$ cat config.mk
export PLATFORM = sky130hd
export DESIGN_NAME = ascii_encoder_flat
export DESIGN_NICKNAME = d
export VERILOG_FILES = /design/src/rtl/ascii_encoder_if.sv /design/src/rtl/ascii_encoder.sv /design/src/flat_wrapper.sv
export SDC_FILE = /design/constraint.sdc
export NUM_CORES = 1
export LEC_CHECK = 0
export CORE_ASPECT_RATIO = 1.1
export CORE_MARGIN = 8
export CORE_UTILIZATION = 55
export CTS_BUF_LIST = sky130_fd_sc_hd__clkbuf_4
export CTS_CLUSTER_DIAMETER = 50
export DETAILED_ROUTE_END_ITERATION = 8
export PLACE_DENSITY_LB_ADDON = 0.1
export SLEW_MARGIN = 10
export SYNTH_ARGS = -nofsm -noshare
export SYNTH_HDL_FRONTEND = slang
export SYNTH_SLANG_ARGS = --single-unit
$ cat constraint.sdc
create_clock -name clk -period 4.05 [get_ports clk]
set_clock_uncertainty 0.15 [all_clocks]
set_input_delay 1.0125 -clock clk [delete_from_list [all_inputs] [get_ports clk]]
set_output_delay 1.0125 -clock clk [all_outputs]
set_load 0.01 [all_outputs]
$ cat src/rtl/ascii_encoder_if.sv
// Handshake bundle for the binary-to-ASCII encoder:
// start/value request side plus the character stream.
interface ascii_encoder_if;
    logic        start;
    logic [19:0] bin_in;
    logic        busy;
    logic        done;
    logic [7:0]  ascii_out;
    logic        ascii_valid;
    logic        ascii_ready;

    modport master (
        output start,
        output bin_in,
        output ascii_ready,
        input  busy,
        input  done,
        input  ascii_out,
        input  ascii_valid
    );

    modport slave (
        input  start,
        input  bin_in,
        input  ascii_ready,
        output busy,
        output done,
        output ascii_out,
        output ascii_valid
    );
endinterface

$ cat src/rtl/ascii_encoder.sv
// 20-bit binary to 7-digit ASCII decimal, MSD first, via
// double-dabble followed by a valid/ready character stream.
module ascii_encoder #(
    parameter bit SUPPRESS_ZEROS = 1'b1
) (
    input  logic           clk,
    input  logic           reset,
    ascii_encoder_if.slave bus
);
    typedef enum logic [1:0] {
        IDLE,
        CONVERT,
        EMIT
    } state_t;

    state_t      state, state_nx;
    logic [19:0] bin, bin_nx;
    logic [27:0] bcd, bcd_nx, bcd_adj;
    logic [4:0]  cnt, cnt_nx;
    logic [2:0]  idx, idx_nx;
    logic        seen, seen_nx;
    logic        valid, valid_nx;
    logic [7:0]  out, out_nx;
    logic        busy, busy_nx;
    logic        done, done_nx;

    logic        load;
    logic [27:0] load_bcd;
    logic [2:0]  load_idx;

    function automatic logic [3:0] digit_at(
        input logic [27:0] b,
        input logic [2:0]  i
    );
        return b[{i, 2'b00} +: 4];
    endfunction

    function automatic logic hide(
        input logic [27:0] b,
        input logic [2:0]  i,
        input logic        s
    );
        return SUPPRESS_ZEROS && !s &&
               (digit_at(b, i) == 4'd0) && (i != 3'd0);
    endfunction

    always_comb begin
        bcd_adj = bcd;
        for (int k = 0; k < 7; k++) begin
            if (bcd[4*k +: 4] >= 4'd5)
                bcd_adj[4*k +: 4] = bcd[4*k +: 4] + 4'd3;
        end
    end

    always_comb begin
        state_nx = state;
        bin_nx   = bin;
        bcd_nx   = bcd;
        cnt_nx   = cnt;
        idx_nx   = idx;
        seen_nx  = seen;
        valid_nx = valid;
        out_nx   = out;
        busy_nx  = busy;
        done_nx  = 1'b0;
        load     = 1'b0;
        load_bcd = bcd;
        load_idx = idx;

        unique case (state)
            IDLE: begin
                if (bus.start) begin
                    bin_nx   = bus.bin_in;
                    bcd_nx   = '0;
                    cnt_nx   = '0;
                    busy_nx  = 1'b1;
                    state_nx = CONVERT;
                end
            end
            CONVERT: begin
                {bcd_nx, bin_nx} = {bcd_adj[26:0], bin, 1'b0};
                cnt_nx = cnt + 5'd1;
                if (cnt == 5'd19) begin
                    state_nx = EMIT;
                    seen_nx  = 1'b0;
                    load     = 1'b1;
                    load_bcd = bcd_nx;
                    load_idx = 3'd6;
                end
            end
            EMIT: begin
                if (!valid || bus.ascii_ready) begin
                    if (valid && idx == 3'd0) begin
                        state_nx = IDLE;
                        valid_nx = 1'b0;
                        out_nx   = 8'h00;
                        busy_nx  = 1'b0;
                        done_nx  = 1'b1;
                    end else begin
                        load     = 1'b1;
                        load_idx = idx - 3'd1;
                    end
                end
            end
            default: state_nx = IDLE;
        endcase

        // Output flops are loaded with the decision for the next digit
        // so the character is registered when its position is entered.
        if (load) begin
            idx_nx = load_idx;
            if (hide(load_bcd, load_idx, seen_nx)) begin
                valid_nx = 1'b0;
                out_nx   = 8'h00;
            end else begin
                valid_nx = 1'b1;
                out_nx   = {4'h3, digit_at(load_bcd, load_idx)};
                seen_nx  = 1'b1;
            end
        end
    end

    always_ff @(posedge clk or posedge reset) begin
        if (reset) begin
            state <= IDLE;
            bin   <= '0;
            bcd   <= '0;
            cnt   <= '0;
            idx   <= '0;
            seen  <= 1'b0;
            valid <= 1'b0;
            out   <= 8'h00;
            busy  <= 1'b0;
            done  <= 1'b0;
        end else begin
            state <= state_nx;
            bin   <= bin_nx;
            bcd   <= bcd_nx;
            cnt   <= cnt_nx;
            idx   <= idx_nx;
            seen  <= seen_nx;
            valid <= valid_nx;
            out   <= out_nx;
            busy  <= busy_nx;
            done  <= done_nx;
        end
    end

    assign bus.busy        = busy;
    assign bus.done        = done;
    assign bus.ascii_out   = out;
    assign bus.ascii_valid = valid;
endmodule
$ cat src/flat_wrapper.sv
// flat-port wrapper written by rule: the top's interface ports become plain ports
module ascii_encoder_flat 
#(
    parameter bit SUPPRESS_ZEROS = 1'b1
)
  (clk, reset, bus_start, bus_bin_in, bus_ascii_ready, bus_busy, bus_done, bus_ascii_out, bus_ascii_valid);
  ascii_encoder_if bus_i ();
  input  logic clk;
  input  logic reset;
  input wire logic [$bits(bus_i.start)-1:0] bus_start;
  input wire logic [$bits(bus_i.bin_in)-1:0] bus_bin_in;
  input wire logic [$bits(bus_i.ascii_ready)-1:0] bus_ascii_ready;
  output wire logic [$bits(bus_i.busy)-1:0] bus_busy;
  output wire logic [$bits(bus_i.done)-1:0] bus_done;
  output wire logic [$bits(bus_i.ascii_out)-1:0] bus_ascii_out;
  output wire logic [$bits(bus_i.ascii_valid)-1:0] bus_ascii_valid;
  assign bus_i.start = bus_start;
  assign bus_i.bin_in = bus_bin_in;
  assign bus_i.ascii_ready = bus_ascii_ready;
  assign bus_busy = bus_i.busy;
  assign bus_done = bus_i.done;
  assign bus_ascii_out = bus_i.ascii_out;
  assign bus_ascii_valid = bus_i.ascii_valid;
  ascii_encoder #(.SUPPRESS_ZEROS(SUPPRESS_ZEROS)) u_core (.clk(clk), .reset(reset), .bus(bus_i));
endmodule
Yosys cells after proc, flatten, opt, wreduce, memory -nomap -nowiden. Cells that the tools add are included.

Input port bits: 24. Bits in writable memories: 0. Bits in read-only memories: 0. Memories kept: 0. Flip-flop bits (word level): 70. Latch bits: 0.

Multiply operators: 0. Mux-type cells: 47. Shift-type cells: 1. Div/mod/pow operators: 0. Add/subtract/negate cells: 9. Order comparisons: 7. Reduce and logical (&&, ||, !) cells: 19. Bitwise gates (word level): 0. Eq/ne operators: 7.

Operators by type and width (count): 28-bit two-way mux (3); 28-bit case mux with 2 select lines (1); 20-bit case mux with 2 select lines (1); 8-bit two-way mux (4); 4-bit by 3-bit >= comparator with 1-bit output (second input constant) (7); 28-bit by 6-bit variable part select with 4-bit output (1); 4-bit by 2-bit adder with 4-bit output (second input constant) (6); 4-bit two-way mux (6); 20-bit two-way mux (1); 1-bit two-way mux (16); 3-bit two-way mux (4); 5-bit case mux with 2 select lines (1); 2-bit nonzero test (5); 2-bit two-way mux (4); 4-bit AND reduction (2); 6-bit two-way mux (1); 2-bit by 1-bit inequality test with 1-bit output (second input constant) (3); 2-bit case mux with 3 select lines (1); 3-bit case mux with 2 select lines (1); 5-bit by 1-bit adder with 5-bit output (second input constant) (1); 5-bit == test (second input constant) (1); 5-bit two-way mux (1); 4-bit logical NOT (1); 1-bit case mux with 2 select lines (2); 13 further kinds (16).

Longest topological paths before layout.
Depth in word-level cells: 11. Depth in mapped cells: 13.

Worst setup path before layout. No wires, ideal clock.

Path kind: input-to-reg. Start: in bus_ascii_ready. End: reg u_core.out[4] (netlist: u_core.bus.ascii_out[4]). Stages on the path: 9. Arrival: 2.687 ns. Required time: 3.768 ns. Path slack: 1.081 ns. Buffers on the path: 0. Cell sequence: inv_1 > o21ai_1 > a41o_1 > nor2_2 > mux4_2 > a221oi_1 > a21oi_1 > nor4b_2 > o21ai_1.

Longest elaborated chain between the ends: 9.

RTL lines: start, declared (line flat_wrapper.sv:12) `input wire logic [$bits(bus_i.ascii_ready)-1:0] bus_ascii_ready;`; 1-bit logical OR * (line ascii_encoder.sv:92) `if (!valid || bus.ascii_ready) begin`; 3-bit two-way mux (line ascii_encoder.sv:92); 3-bit case mux with 2 select lines (line ascii_encoder.sv:70) `unique case (state)`; 28-bit by 6-bit variable part select with 4-bit output (line ascii_encoder.sv:35) `return b[{i, 2'b00} +: 4];`; 4-bit logical NOT (line ascii_encoder.sv:44) `(digit_at(b, i) == 4'd0) && (i != 3'd0);`; 1-bit logical AND (line ascii_encoder.sv:43) `return SUPPRESS_ZEROS && !s &&`; 1-bit logical AND (line ascii_encoder.sv:44); 6-bit two-way mux (line ascii_encoder.sv:112) `if (hide(load_bcd, load_idx, seen_nx)) begin`; 8-bit two-way mux (line ascii_encoder.sv:110) `if (load) begin`; end signal, assigned (line ascii_encoder.sv:143) `out <= out_nx;`; end, declared (line ascii_encoder.sv:23) `logic [7:0] out, out_nx;`.

Mark *: on every way between the ends. The rest lies on a longest branch, timed or not. A chain may end at the register's enable or synchronous reset.

Final worst setup path.
Start: in bus_ascii_ready. End: reg u_core.seen.

Longest elaborated chain between the ends: 9.

RTL lines: 1-bit logical OR * (line ascii_encoder.sv:92); 3-bit two-way mux (line ascii_encoder.sv:92); 3-bit case mux with 2 select lines (line ascii_encoder.sv:70); 28-bit by 6-bit variable part select with 4-bit output (line ascii_encoder.sv:35); 4-bit logical NOT (line ascii_encoder.sv:44); 1-bit logical AND (line ascii_encoder.sv:43); 1-bit logical AND (line ascii_encoder.sv:44); 1-bit two-way mux (line ascii_encoder.sv:112); 1-bit two-way mux * (line ascii_encoder.sv:110); named net u_core.seen_nx (line ascii_encoder.sv:21) `logic seen, seen_nx;`; end signal, assigned (line ascii_encoder.sv:141) `seen <= seen_nx;`; end, declared (line ascii_encoder.sv:21).

The timed path passes the listed nets; every way through them passes the cells marked *.

==> metrics.yaml <==
areaGrowthSynthToFinish_pct: 13.8
drv_slew: 0
synth_cell_types: 58
antenna_left: 0
rsz0062_at_grt: "no"
num_io_pins: 35
die_h_um: 107
clk_pin_slew_ns: 0.12
ir_drop_uv: 311
num_vias: 3400
overflow: 0
avgRoutedWirePerCell_um: 15.9
fin_tns_setup_ns: 0
setup_viol: 0
fill_cells: 641
cp_common_cell: "a21oi_1"
syn_area_sq_um: 4140
postCtsHoldBufs: 0
io_buffers: 32
cts_tree: "built"
cts_setup_buffers: 0
cp_slowest_cell: "clkdlybuf4s50_1"
ctsResizeCount: 0
timing.critical_path.buf_inv: 2
routed_wl_um: 9220
gp_congestion: 0.983
die_w_um: 98.8
drc: 0
critPathMaxFanout: 10
grt_pass1_wl_um: 15900
synth_flop_cell: "dfrtp_1"
fmax_mhz: 292
relSlewSlack_pct: 38.8
period_share_pct: 84.7
cts_sinks: 66
synthCells: 462
clock_latency_ns: 0.42
firstDrtPassIters: 5
cp.required_ns: 4.16
path_cells: "clkdlybuf4s50_1 -> inv_1 -> o21ai_1 -> a41o_1 -> nor2_2 -> mux4_2 -> a221oi_1 -> a21oi_1 -> nor4b_2 -> a21oi_1"
power_leakage_nw: 2.05
min_period_ns: 3.43
core_area_sq_um: 7390
end_kind: "flop"
antenna_cells: 0
cts-root-buf: "clkbuf_4"
fin_util_pct: 63.8
r2r_slack_ns: 0.72
grt_usage_pct: 18.5
start_kind: "input pin"
synth_edf_count: 0
power_density_nw_per_um2: 576
postSynthAreaPerCell_sq_um: 8.97
max_cap_viol_count: 0
cpPeakStageDelay_ns: 0.48
viasPerCell: 5.86
hold_viol: 0
ys_seq_area_share_pct: 39.9
path_delay_family: "compound AO/OA/AOI/OAI gates"
crit_type: "input pin to flop"
cts.htree.levels: 3
hold_class: "flop to flop"
nNetsFinal: 532
die_area_sq_um: 10600
initial_core_util_pct: 56.1
async_flop_share_pct: 100
drive_gt1_share_pct: 8.52
yosys_warnings: 0
initialDrtViolationCount: 151
cts_buffer_depth: 2
numCtsBuffers: 9
grt_max_degree: 52
rows: 33
register_area_sq_um: 1650
tightest_slew_ns: 0.919
synth-seq-cells: 66
antenna_found_initial: 0
dp_hpwl_um: 6750
worstPathArrival_ns: 3.54
multi_input_area_sq_um: 2270
status: "finished, final reports clean"
first_global_vias: 3380
total_power_w: 0.00272
layout make-up:
class                           count  share of cell area (%)
Multi-Input combinational cell    342                    48.1
Clock inverter                      7                    2.18
Sequential cell                    66                    35.0
Tap cell                           87                    2.31
Inverter                           29                    2.31
Clock buffer                        9                    1.43
Timing Repair Buffer               40                    8.60
power by group:
part           switching [W]  internal [W]  total (W)
Sequential          0.000152      0.000837   0.000989
Clock               0.000267      0.000255   0.000522
Combinational       0.000695      0.000511    0.00121
Total                0.00111       0.00160    0.00272
cells in the final DEF (no fill, tap or decap), types with 5 or more instances in the layout:
cell type        synthesis  routed
clkbuf_4                 0       9
nand2b_1                 9       9
inv_1                   28      27
a22o_1                  10      10
buf_4                    5       6
nand3_1                  9       9
ha_1                    20      20
mux2i_1                 28      27
nor2_1                  21      21
o21ai_0                 68      68
a31oi_1                  5       5
clkdlybuf4s50_1          0      32
nor3_1                  10      10
nor2b_1                  5       5
xnor2_1                  8       8
dfrtp_1                 66      66
nand2_1                 62      62
nor3b_1                  5       5
a21oi_1                 25      25
cells in the mapped netlist (2+ instances only):
library cell,instances,share of area [%]
nor3b_1,5,0.91
o22ai_1,2,0.30
dfrtp_1,66,40
mux2i_1,28,6.8
buf_1,2,0.18
nand2b_1,9,1.4
nor2b_1,5,0.76
o211ai_1,4,0.72
mux4_2,3,1.6
a211oi_1,3,0.54
a41o_1,2,0.48
a21oi_1,25,3.0
a31oi_1,5,0.76
o21ai_1,4,0.48
a211o_1,2,0.42
a22o_1,10,2.1
buf_4,5,0.91
clkbuf_1,14,1.3
a21boi_0,2,0.36
inv_1,28,2.5
mux2_1,2,0.54
ha_1,20,6.0
mux2_2,4,1.1
a22oi_1,2,0.36
xnor2_1,8,1.7
nor3_1,10,1.2
buf_2,4,0.48
nand3_1,9,1.1
o21ai_0,68,8.2
nand2_1,62,5.6
nor2_1,21,1.9
and3_1,2,0.30
layer usage:
layer	track usage, %	share of wire [%]
met1	22.8	45
met2	30.5	49
met3	3.76	4.1
met4	8.23	1.7
met5	0	0
stage by stage:
stage	hold slack [ns]	setup slack, ns	cells	cell area, sq um
2_1_floorplan	0.300	1.08	463	4150
3_3_place_gp	0.313	0.290	564	4540
3_5_place_dp	0.321	0.204	564	4540
4_1_cts	0.348	0.658	580	4710
5_1_grt	0.371	0.452	580	4710
6_report	0.341	0.621	580	4710
cell families (layout without fill, tap and decap cells):
logic type / after synthesis / in the layout / share of synthesized area (%)
AND/OR/NAND/NOR: 130 / 130 / 14.7
XOR/XNOR: 9 / 9 / 1.90
multiplexers: 38 / 38 / 10.4
adder cells (fa/ha/maj): 20 / 20 / 6.04
AO/OA/AOI/OAI: 143 / 143 / 21.2
flip-flops: 66 / 66 / 39.9
buffers and inverters: 55 / 85 / 5.74
other: 1 / 2 / 0.0905
final timing paths:
path	startpoint	endpoint	cells after the start
max	bus_ascii_ready	u_core.seen$_DFF_PP0_	10
min	u_core.bin[19]$_DFFE_PP0P_	u_core.bin[19]$_DFFE_PP0P_	2
max reg2reg	u_core.state[0]$_DFFE_PP0P_	u_core.seen$_DFF_PP0_	11
min reg2reg	u_core.bin[19]$_DFFE_PP0P_	u_core.bin[19]$_DFFE_PP0P_	2
max in group asynchronous	reset	u_core.bcd[7]$_DFFE_PP0P_	3
min in group asynchronous	reset	u_core.state[1]$_DFFE_PP0P_	2
flip-flops by register name, indices dropped and copies added (netlist names):
register and cells:
u_core.bcd 28, u_core.bin 20, u_core.bus.ascii_out 5, u_core.cnt 5, u_core.idx 3, u_core.state 2
u_core.bus.busy 1, u_core.bus.done 1, u_core.seen 1
worst reg2reg max path, stage by stage (launching register included):
cell and delay (ns):
dfrtp_1 0.42, inv_1 0.08, ha_1 0.46, nor2b_1 0.20, o22ai_1 0.11, a41o_1 0.25
nor2_2 0.35, mux4_2 0.37, a221oi_1 0.26, a21oi_1 0.11, nor4b_2 0.33, a21oi_1 0.08
Note: power is estimated with default switching activity, not from simulation.
